--- src/rtl/branch_meta_pkg.sv ---
// Shared frontend types for carrying branch prediction metadata from fetch to
// backend resolution.
package branch_meta_pkg;

  localparam int BR_META_DEPTH = 16;

  typedef struct packed {
    logic [31:0] pc;
    logic        guess;
    logic [1:0]  sat2;
  } br_meta_t;

endpackage

--- src/rtl/branch_meta_queue.sv ---
// In-order queue of predicted-branch metadata; on each in-order commit it issues a
// registered update to the two-bit predictor and flags mispredictions.
module branch_meta_queue
  import branch_meta_pkg::*;
#(
  parameter int DEPTH = BR_META_DEPTH,
  parameter int PTR_W = $clog2(DEPTH)
) (
  input  logic             clk,
  input  logic             rst,
  input  logic             push_valid,
  output logic             push_ready,
  input  logic [31:0]      push_pc,
  input  logic             push_guess,
  input  logic [1:0]       push_2bsat,
  input  logic             commit_valid,
  input  logic             commit_taken,
  input  logic             flush,
  output logic             upd_valid,
  output logic             upd_taken,
  output logic [31:0]      upd_pc,
  output logic [1:0]       upd_2bsat,
  output logic             mispredict,
  output logic [PTR_W:0]   count,
  output logic             empty
);

  // Handshake: a push transfers on a cycle where push_valid && push_ready, and
  // push_ready depends only on registered occupancy. commit_valid has no ready;
  // the backend must never commit while empty, so such a commit is ignored.

  br_meta_t         mem [DEPTH];
  logic [PTR_W-1:0] head;
  logic [PTR_W-1:0] tail;
  logic [PTR_W:0]   cnt;

  logic     full;
  logic     push_fire;
  logic     commit_fire;
  br_meta_t head_entry;

  always_comb begin
    full        = (cnt == (PTR_W+1)'(DEPTH));
    empty       = (cnt == '0);
    push_ready  = !full;
    count       = cnt;
    // A push coinciding with a flush belongs to the wrong path.
    push_fire   = push_valid && push_ready && !flush;
    commit_fire = commit_valid && !empty;
    head_entry  = mem[head];
  end

  always_ff @(posedge clk) begin
    if (push_fire) begin
      mem[tail] <= '{pc: push_pc, guess: push_guess, sat2: push_2bsat};
    end
  end

  always_ff @(posedge clk) begin
    if (rst) begin
      head       <= '0;
      tail       <= '0;
      cnt        <= '0;
      upd_valid  <= 1'b0;
      upd_taken  <= 1'b0;
      upd_pc     <= '0;
      upd_2bsat  <= '0;
      mispredict <= 1'b0;
    end else begin
      upd_valid  <= commit_fire;
      mispredict <= commit_fire && (commit_taken != head_entry.guess);
      if (commit_fire) begin
        upd_taken <= commit_taken;
        upd_pc    <= head_entry.pc;
        upd_2bsat <= head_entry.sat2;
      end
      // A same-cycle commit still produces its update above before the clear.
      if (flush) begin
        head <= '0;
        tail <= '0;
        cnt  <= '0;
      end else begin
        if (push_fire)   tail <= tail + PTR_W'(1);
        if (commit_fire) head <= head + PTR_W'(1);
        case ({push_fire, commit_fire})
          2'b10:   cnt <= cnt + (PTR_W+1)'(1);
          2'b01:   cnt <= cnt - (PTR_W+1)'(1);
          default: cnt <= cnt;
        endcase
      end
    end
  end

endmodule

--- config.mk ---
export PLATFORM = sky130hd
export DESIGN_NAME = branch_meta_queue
export DESIGN_NICKNAME = d
export VERILOG_FILES = /design/src/rtl/branch_meta_pkg.sv /design/src/rtl/branch_meta_queue.sv
export SDC_FILE = /design/constraint.sdc
export NUM_CORES = 1
export LEC_CHECK = 0
export CAP_MARGIN = 30
export CORE_MARGIN = 4
export CORE_UTILIZATION = 40
export DETAILED_ROUTE_END_ITERATION = 12
export DONT_BUFFER_PORTS = 1
export PLACE_DENSITY = 0.51
export SLEW_MARGIN = 20
export SYNTH_ARGS = -nofsm -noshare
export SYNTH_HDL_FRONTEND = slang
export SYNTH_SLANG_ARGS = --single-unit
--- constraint.sdc ---
create_clock -name clk -period 12.8 [get_ports clk]
set_clock_uncertainty 0.15 [all_clocks]
set_input_delay 2.56 -clock clk [delete_from_list [all_inputs] [get_ports clk]]
set_output_delay 2.56 -clock clk [all_outputs]
set_load 0.1 [all_outputs]
==> impl_metrics.py, run 1 <==
metrics = {
    "outcome": {
        "status": "finished, final reports clean",
    },
    "grt": {
        "grt_overflow": 0,
        "grt_max_degree": 110,
        "grt_use_total_pct": 15.5,
        "first_global_vias": 11200,
        "antenna_found_initial": 0,
        "grt_pass1_wl_um": 73600,
    },
    "worst_setup_path": {
        "timing.rr.end": "mem[7][17]",
        "cp.required_ns": 10.09,
        "cp.arrival_ns": 2.49,
        "crit_type": "reg -> out",
        "regToRegStartpoint": "count[3]",
        "cp-end-kind": "output pin",
        "startpoint_type": "flip-flop",
        "r2r_cells": 8,
        "path_max_fanout": 7,
        "rrSetupSlack_ns": 9.07,
    },
    "detailed_routing": {
        "first_pass_iters": 4,
        "wl_per_cell_um": 25.0,
        "ant_nets": 0,
        "num_vias": 10400,
        "vias_per_cell": 5.38,
        "drt_iter0_drc": 664,
        "totalWireLength_um": 48200,
        "drc": 0,
    },
    "clock_network": {
        "h-tree-depth": 2,
        "cts_sinks": 614,
        "cts_buffers": 61,
        "postCtsSetupBuffers": 0,
        "clk_pin_slew_worst_paths_ns": 0.06,
        "ctsResizeCount": 0,
        "clock_latency_ns": 0.61,
        "cts_tree": "yes",
        "cts-root-buf": "clkbuf_16",
        "clock_path_buffers": 3,
        "hold_buffers": 0,
    },
    "power_and_ir_drop": {
        "leakagePower_nw": 8.09,
        "powerDensity_mw_per_mm2": 153,
        "p_total_w": 0.00408,
        "max-vdd-ir-drop_v": 0.000114,
    },
    "synthesis": {
        "synth-seq-cells": 614,
        "netlist_instances": 1066,
        "yosysUniqueCellTypes": 46,
        "synthAdderAreaFrac_pct": 0.483,
        "synth_flop_cell": "edfxtp_1",
        "yosysTopAreaCell": "edfxtp_1",
        "ys_seq_area_share_pct": 76.7,
        "synth_top_cell_area_share_pct": 72.1,
        "yosys.area_share.simple_pct": 1.94,
        "syn_area_mm2": 0.0233,
        "synth-compound-area-share_pct": 2.30,
        "synthesis.nets": 1116,
        "synth_xor_area_share_pct": 0.263,
        "synth-edff-count": 560,
        "synth-async-reset-ratio_pct": 0,
        "synth_top_family_by_area": "multiplexers",
        "synth.avg_cell_area_um2": 21.9,
        "synth_top_cells_by_area": "edfxtp_1 (72%), mux4_2 (14%), dfxtp_1 (4.6%)",
        "yosysWarnings": 0,
        "muxShareOfSynthArea_pct": 16.9,
    },
    "sta": {
        "setup_slack_ns": 7.60,
        "max_freq_mhz": 192,
        "slew_headroom_pct": 30.9,
        "report.final.setup_viol": 0,
        "slew_violations": 0,
        "layout_min_cycle_time_ns": 5.20,
        "finalCritPeriodShare_pct": 40.6,
        "hold_viol": 0,
        "worst_pin_slew_ns": 1.04,
        "rsz0062_at_grt": "false",
        "finalSetupTns_ns": 0,
    },
    "floorplanning": {
        "rows": 88,
        "initial_core_util_pct": 40.4,
        "die_h_um": 250,
        "fp.dieArea_mm2": 0.0623,
        "die_w_um": 250,
        "boundaryPins": 85,
        "core-area_mm2": 0.0577,
    },
    "cells_and_area": {
        "final_util_pct": 46.1,
        "diodes": 0,
        "nets": 1159,
        "layout-drive-gt1-share_pct": 28.4,
        "synthToLayoutAreaGrowth_pct": 14.1,
    },
    "min_path": {
        "min_from": "head[3]",
        "whs_path_depth": 2,
        "hold_class": "reg -> reg",
    },
    "run": {
        "maxCapViolCount": 0,
    },
    "placed_design": {
        "post-dp-hpwl_um": 27200,
        "gp_congestion": 0.702,
        "io_buffer_count": 0,
        "place_ws_ns": 7.34,
    },
}
where the power goes:
group	internal [W]	total (W)	switching [W]	leakage (nW)
Clock	0.00104	0.00178	0.000737	0.990
Sequential	0.00220	0.00224	0.0000363	5.48
Combinational	0.0000241	0.0000632	0.0000391	1.62
layout make-up:
| cell class | instances | area, µm² |
|---|---|---|
| fillers | 4812 | 31100 |
| flip-flops and latches | 614 | 17900 |
| multi-input cells | 382 | 5190 |
| clock buffers | 86 | 1740 |
| well taps | 765 | 957 |
| repair buffers | 39 | 494 |
| clock inverters | 30 | 272 |
| inverters | 11 | 41.3 |
cells in the final DEF, fill, tap and decap left out, types with 5 or more instances in the layout:
master | synthesis | routed
ha_1 | 9 | 9
buf_16 | 0 | 7
mux2i_1 | 38 | 38
nand2_1 | 5 | 5
nor2_4 | 0 | 5
clkinv_1 | 0 | 10
clkbuf_8 | 0 | 8
clkbuf_1 | 23 | 18
nor2_1 | 50 | 45
edfxtp_1 | 560 | 560
mux4_2 | 140 | 140
a21oi_1 | 5 | 5
and2_2 | 0 | 8
buf_12 | 0 | 6
clkbuf_16 | 0 | 63
inv_1 | 10 | 10
a221o_1 | 36 | 36
buf_4 | 1 | 22
clkinv_2 | 0 | 12
dfxtp_1 | 54 | 51
mux2_2 | 36 | 36
bufinv_16 | 0 | 5
metrics by stage:
stage | cells | hold WS, ns | instance area [µm²]
3_3_place_gp | 1795 | 0.357 | 24300
5_1_grt | 1927 | 0.422 | 26600
3_5_place_dp | 1804 | 0.375 | 24500
2_1_floorplan | 1066 | 0.335 | 23300
4_1_cts | 1920 | 0.399 | 26500
6_report | 1927 | 0.390 | 26600
layer usage:
metal | wire, µm | track usage [%] | share of wire, % | up-vias
met1 | 21500 | 21.3 | 45 | 5591
met3 | 1940 | 2.91 | 4.0 | 62
met2 | 23900 | 25.9 | 50 | 184
li1 | - | - | - | 4538
met5 | 0 | 0 | 0 | -
met4 | 912 | 3.94 | 1.9 | 0
registers in the layout (all words and copies together) (netlist names), named ones only:
register and count:
upd_taken 1, upd_pc 32, head 4, mem 560, tail 4, mispredict 1
upd_2bsat 2, upd_valid 1, count 5
logic make-up after synthesis:
group / after synthesis
muxes: 214
xor gates and xnor gates: 7
AOI/OAI and AO/OA: 61
buffers and inverters: 70
and+or+nand+nor: 91
adders and majority gates: 9
DFF: 614
synth_stat cells (2+ instances only):
| master | count |
|---|---|
| a211oi_1 | 2 |
| a21oi_1 | 5 |
| a221o_1 | 36 |
| and2_1 | 8 |
| and3_1 | 2 |
| buf_1 | 8 |
| buf_2 | 22 |
| buf_6 | 5 |
| clkbuf_1 | 23 |
| dfxtp_1 | 54 |
| edfxtp_1 | 560 |
| ha_1 | 9 |
| inv_1 | 10 |
| mux2_2 | 36 |
| mux2i_1 | 38 |
| mux4_2 | 140 |
| nand2_1 | 5 |
| nand2b_1 | 2 |
| nand3_1 | 4 |
| nand3b_1 | 2 |
| nor2_1 | 50 |
| nor3b_1 | 4 |
| nor4_1 | 4 |
| o211ai_1 | 3 |
| o21ai_0 | 4 |
| o22ai_1 | 2 |
| or3_1 | 4 |
| xnor2_1 | 3 |
| xor2_1 | 4 |
how the worst max path moves through the flow:
stage | start | to | slack, ns | cells past startpoint
3_5_place_dp | push_valid | mem[7][26] | 7.34 | 6
2_1_floorplan | flush | mem[0][0] | 5.74 | 3
4_1_cts | count[0] | empty | 7.55 | 4
3_3_place_gp | push_valid | mem[7][2] | 7.47 | 6
5_1_grt | count[3] | empty | 7.46 | 5
6_report | count[0] | empty | 7.60 | 4
critical path, stage by stage (launching register included):
cell     delay [ns]
dfxtp_1        0.29
buf_4          0.24
nor4_4         0.56
nand2_1        0.14
inv_1          0.63
Note: power is estimated with default switching activity, not from simulation.
==> run 2, diff against run 1 <==
--- a/config.mk
+++ b/config.mk
@@ -10,7 +10,7 @@
 export CORE_UTILIZATION = 40
 export DETAILED_ROUTE_END_ITERATION = 12
 export DONT_BUFFER_PORTS = 1
-export PLACE_DENSITY = 0.51
+export PLACE_DENSITY = 0.53
 export SLEW_MARGIN = 20
 export SYNTH_ARGS = -nofsm -noshare
 export SYNTH_HDL_FRONTEND = slang
==> constraint.sdc (replaced) <==
create_clock -name clk -period 4.7 [get_ports clk]
set_clock_uncertainty 0.15 [all_clocks]
set_input_delay 0.94 -clock clk [delete_from_list [all_inputs] [get_ports clk]]
set_output_delay 0.94 -clock clk [all_outputs]
set_load 0.1 [all_outputs]
==> run 2 against run 1 <==
Routed wire length up 5.1%. Setup slack got worse by 6.4 ns. Highest routed layer unchanged. Final area up 0.72%. Critical path depth up 7. Critical endpoint is now count[4]. Clock power grew to 2.7 times the previous value. Sequential share of layout area down 0.48 points. Via count increased by 2.1%. First-iteration DRC count up 14%. Global-route usage grew 0.68 points.
==> impl_metrics.py, run 2 (synthesized netlist as in run 1, its figures left out) <==
metrics = {
    "outcome": {
        "status": "finished, final reports clean",
    },
    "power_and_ir_drop": {
        "power_switching_share_pct": 20.1,
        "max-vdd-ir-drop_v": 0.000297,
        "power_switching_w": 0.00222,
        "p_comb_share_pct": 1.8,
        "share_seq_of_total_power_pct": 55.1,
        "clockPowerShare_pct": 43.1,
        "leakagePower_nw": 8.18,
        "powerDensity_mw_per_mm2": 412,
        "intPower_w": 0.00882,
    },
    "cells_and_area": {
        "multi_input_area_mm2": 0.00519,
        "mostFrequentLayoutCell": "edfxtp_1",
        "largest_reg_flops": 560,
        "final_util_pct": 46.5,
        "final-instance-count-excl-fill": 1948,
        "ff_latch_area_mm2": 0.0179,
        "top_register": "mem",
        "diodes": 0,
        "synthToLayoutAreaGrowth_pct": 14.9,
        "nets": 1181,
        "fillerInstances": 4805,
        "layout_common_cells": "edfxtp_1 (560), mux4_2 (140), clkbuf_16 (61)",
        "fin_area_mm2": 0.0268,
        "layout-drive-gt1-share_pct": 28.7,
    },
    "worst_setup_path": {
        "rrSetupSlack_ns": 1.20,
        "path_delay_family": "compound AO/OA/AOI/OAI gates",
        "crit_buf_inv": 2,
        "crit_slowest_cell": "a211oi_1",
        "cp_num_cells": 11,
        "cp-end-kind": "flip-flop",
        "startpoint_type": "flip-flop",
        "crit_type": "reg -> reg",
        "path_max_fanout": 11,
        "crit_path_end": "count[4]",
        "regToRegStartpoint": "count[3]",
        "crit_path_start": "count[3]",
        "crit_top_cell": "ha_1",
        "cp.arrival_ns": 3.90,
        "worstPathCellList": "buf_4 -> nor4_4 -> a211oi_1 -> inv_2 -> ha_1 -> xor2_1 -> ha_1 -> a21oi_1 -> a221o_1 -> a2111o_1 -> nand4_1",
        "r2r_cells": 11,
        "cp.required_ns": 5.10,
        "cpPeakStageDelay_ns": 0.64,
        "timing.rr.end": "count[4]",
    },
    "detailed_routing": {
        "routed-wl-met2_um": 25700,
        "vias_per_cell": 5.44,
        "totalWireLength_um": 50700,
        "drt_iter0_drc": 755,
        "routedLengthMet1_um": 21300,
        "drc": 0,
        "ant_nets": 0,
        "first_pass_iters": 5,
        "wl_met3_um": 2550,
        "dr.max_layer_used": "met4",
        "num_vias": 10600,
        "wl_per_cell_um": 26.0,
    },
    "sta": {
        "slew_violations": 0,
        "hold_viol": 0,
        "max_freq_mhz": 286,
        "setup_slack_ns": 1.20,
        "layout_min_cycle_time_ns": 3.50,
        "finalCritPeriodShare_pct": 74.5,
        "report.final.setup_viol": 0,
        "slew_headroom_pct": 30.4,
        "worst_pin_slew_ns": 1.04,
        "rsz0062_at_grt": "false",
        "finalSetupTns_ns": 0,
    },
    "grt": {
        "antenna_found_initial": 0,
        "grt_max_degree": 60,
        "grt_overflow": 0,
        "first_global_vias": 11400,
        "grt_use_total_pct": 16.2,
        "grt_pass1_wl_um": 76200,
    },
    "clock_network": {
        "cts_sinks": 614,
        "clk_pin_slew_worst_paths_ns": 0.06,
        "clock_latency_ns": 0.61,
        "postCtsSetupBuffers": 0,
        "clock_path_buffers": 3,
        "cts_tree": "yes",
        "cts_buffers": 61,
        "h-tree-depth": 2,
        "hold_buffers": 0,
        "cts-root-buf": "clkbuf_16",
        "ctsResizeCount": 0,
    },
    "floorplanning": {
        "die_w_um": 250,
        "initial_core_util_pct": 40.4,
        "rows": 88,
        "fp.dieArea_mm2": 0.0623,
        "die_h_um": 250,
        "core-area_mm2": 0.0577,
        "boundaryPins": 85,
    },
    "placed_design": {
        "gp_congestion": 0.738,
        "place_ws_ns": 1.10,
        "placed_cells": 1823,
        "post-dp-hpwl_um": 29000,
        "io_buffer_count": 0,
        "place_area_mm2": 0.0247,
    },
    "run": {
        "maxCapViolCount": 0,
    },
    "min_path": {
        "whs_path_depth": 1,
        "hold_class": "in -> reg",
    },
}
run 2: through the flow:
| step | hold WS (ns) | power (W) |
|---|---|---|
| floorplan | 0.335 | 0.00632 |
| global placement | 0.358 | 0.00637 |
| detailed placement | 0.367 | 0.00639 |
| CTS | 0.202 | 0.0112 |
| global route | 0.212 | 0.0114 |
| finish | 0.245 | 0.0110 |
run 2: cell type report:
class	instances	share of cell area, %
sequential	614	66.8
multi-input combinational	382	19.4
clock buffer	76	6.02
tap	765	3.57
timing repair buffer	61	2.75
clock inverter	39	1.31
inverter	11	0.154
run 2: worst min-delay path by stage:
stage / slack, ns / endpoint / startpoint
floorplan: 0.33 / flip-flop / head[3]
global placement: 0.36 / flip-flop / head[3]
detailed placement: 0.37 / flip-flop / head[3]
CTS: 0.20 / upd_valid / rst
global route: 0.21 / upd_valid / rst
finish: 0.24 / upd_valid / rst
run 2: power groups by stage:
| stage | registers [W] | clock network, W | logic, W |
|---|---|---|---|
| finish | 0.00608 | 0.00476 | 0.000203 |
| global route | 0.00608 | 0.00512 | 0.000217 |
| CTS | 0.00609 | 0.00489 | 0.000189 |
| detailed placement | 0.00620 | 0 | 0.000187 |
| global placement | 0.00621 | 0 | 0.000160 |
| floorplan | 0.00621 | 0 | 0.000111 |
run 2: per-layer routing:
layer | vias up | track usage, %
met3 | 92 | 3.44
li1 | 4605 | -
met4 | 0 | 3.92
met2 | 224 | 27.7
met5 | - | 0
met1 | 5669 | 21.5
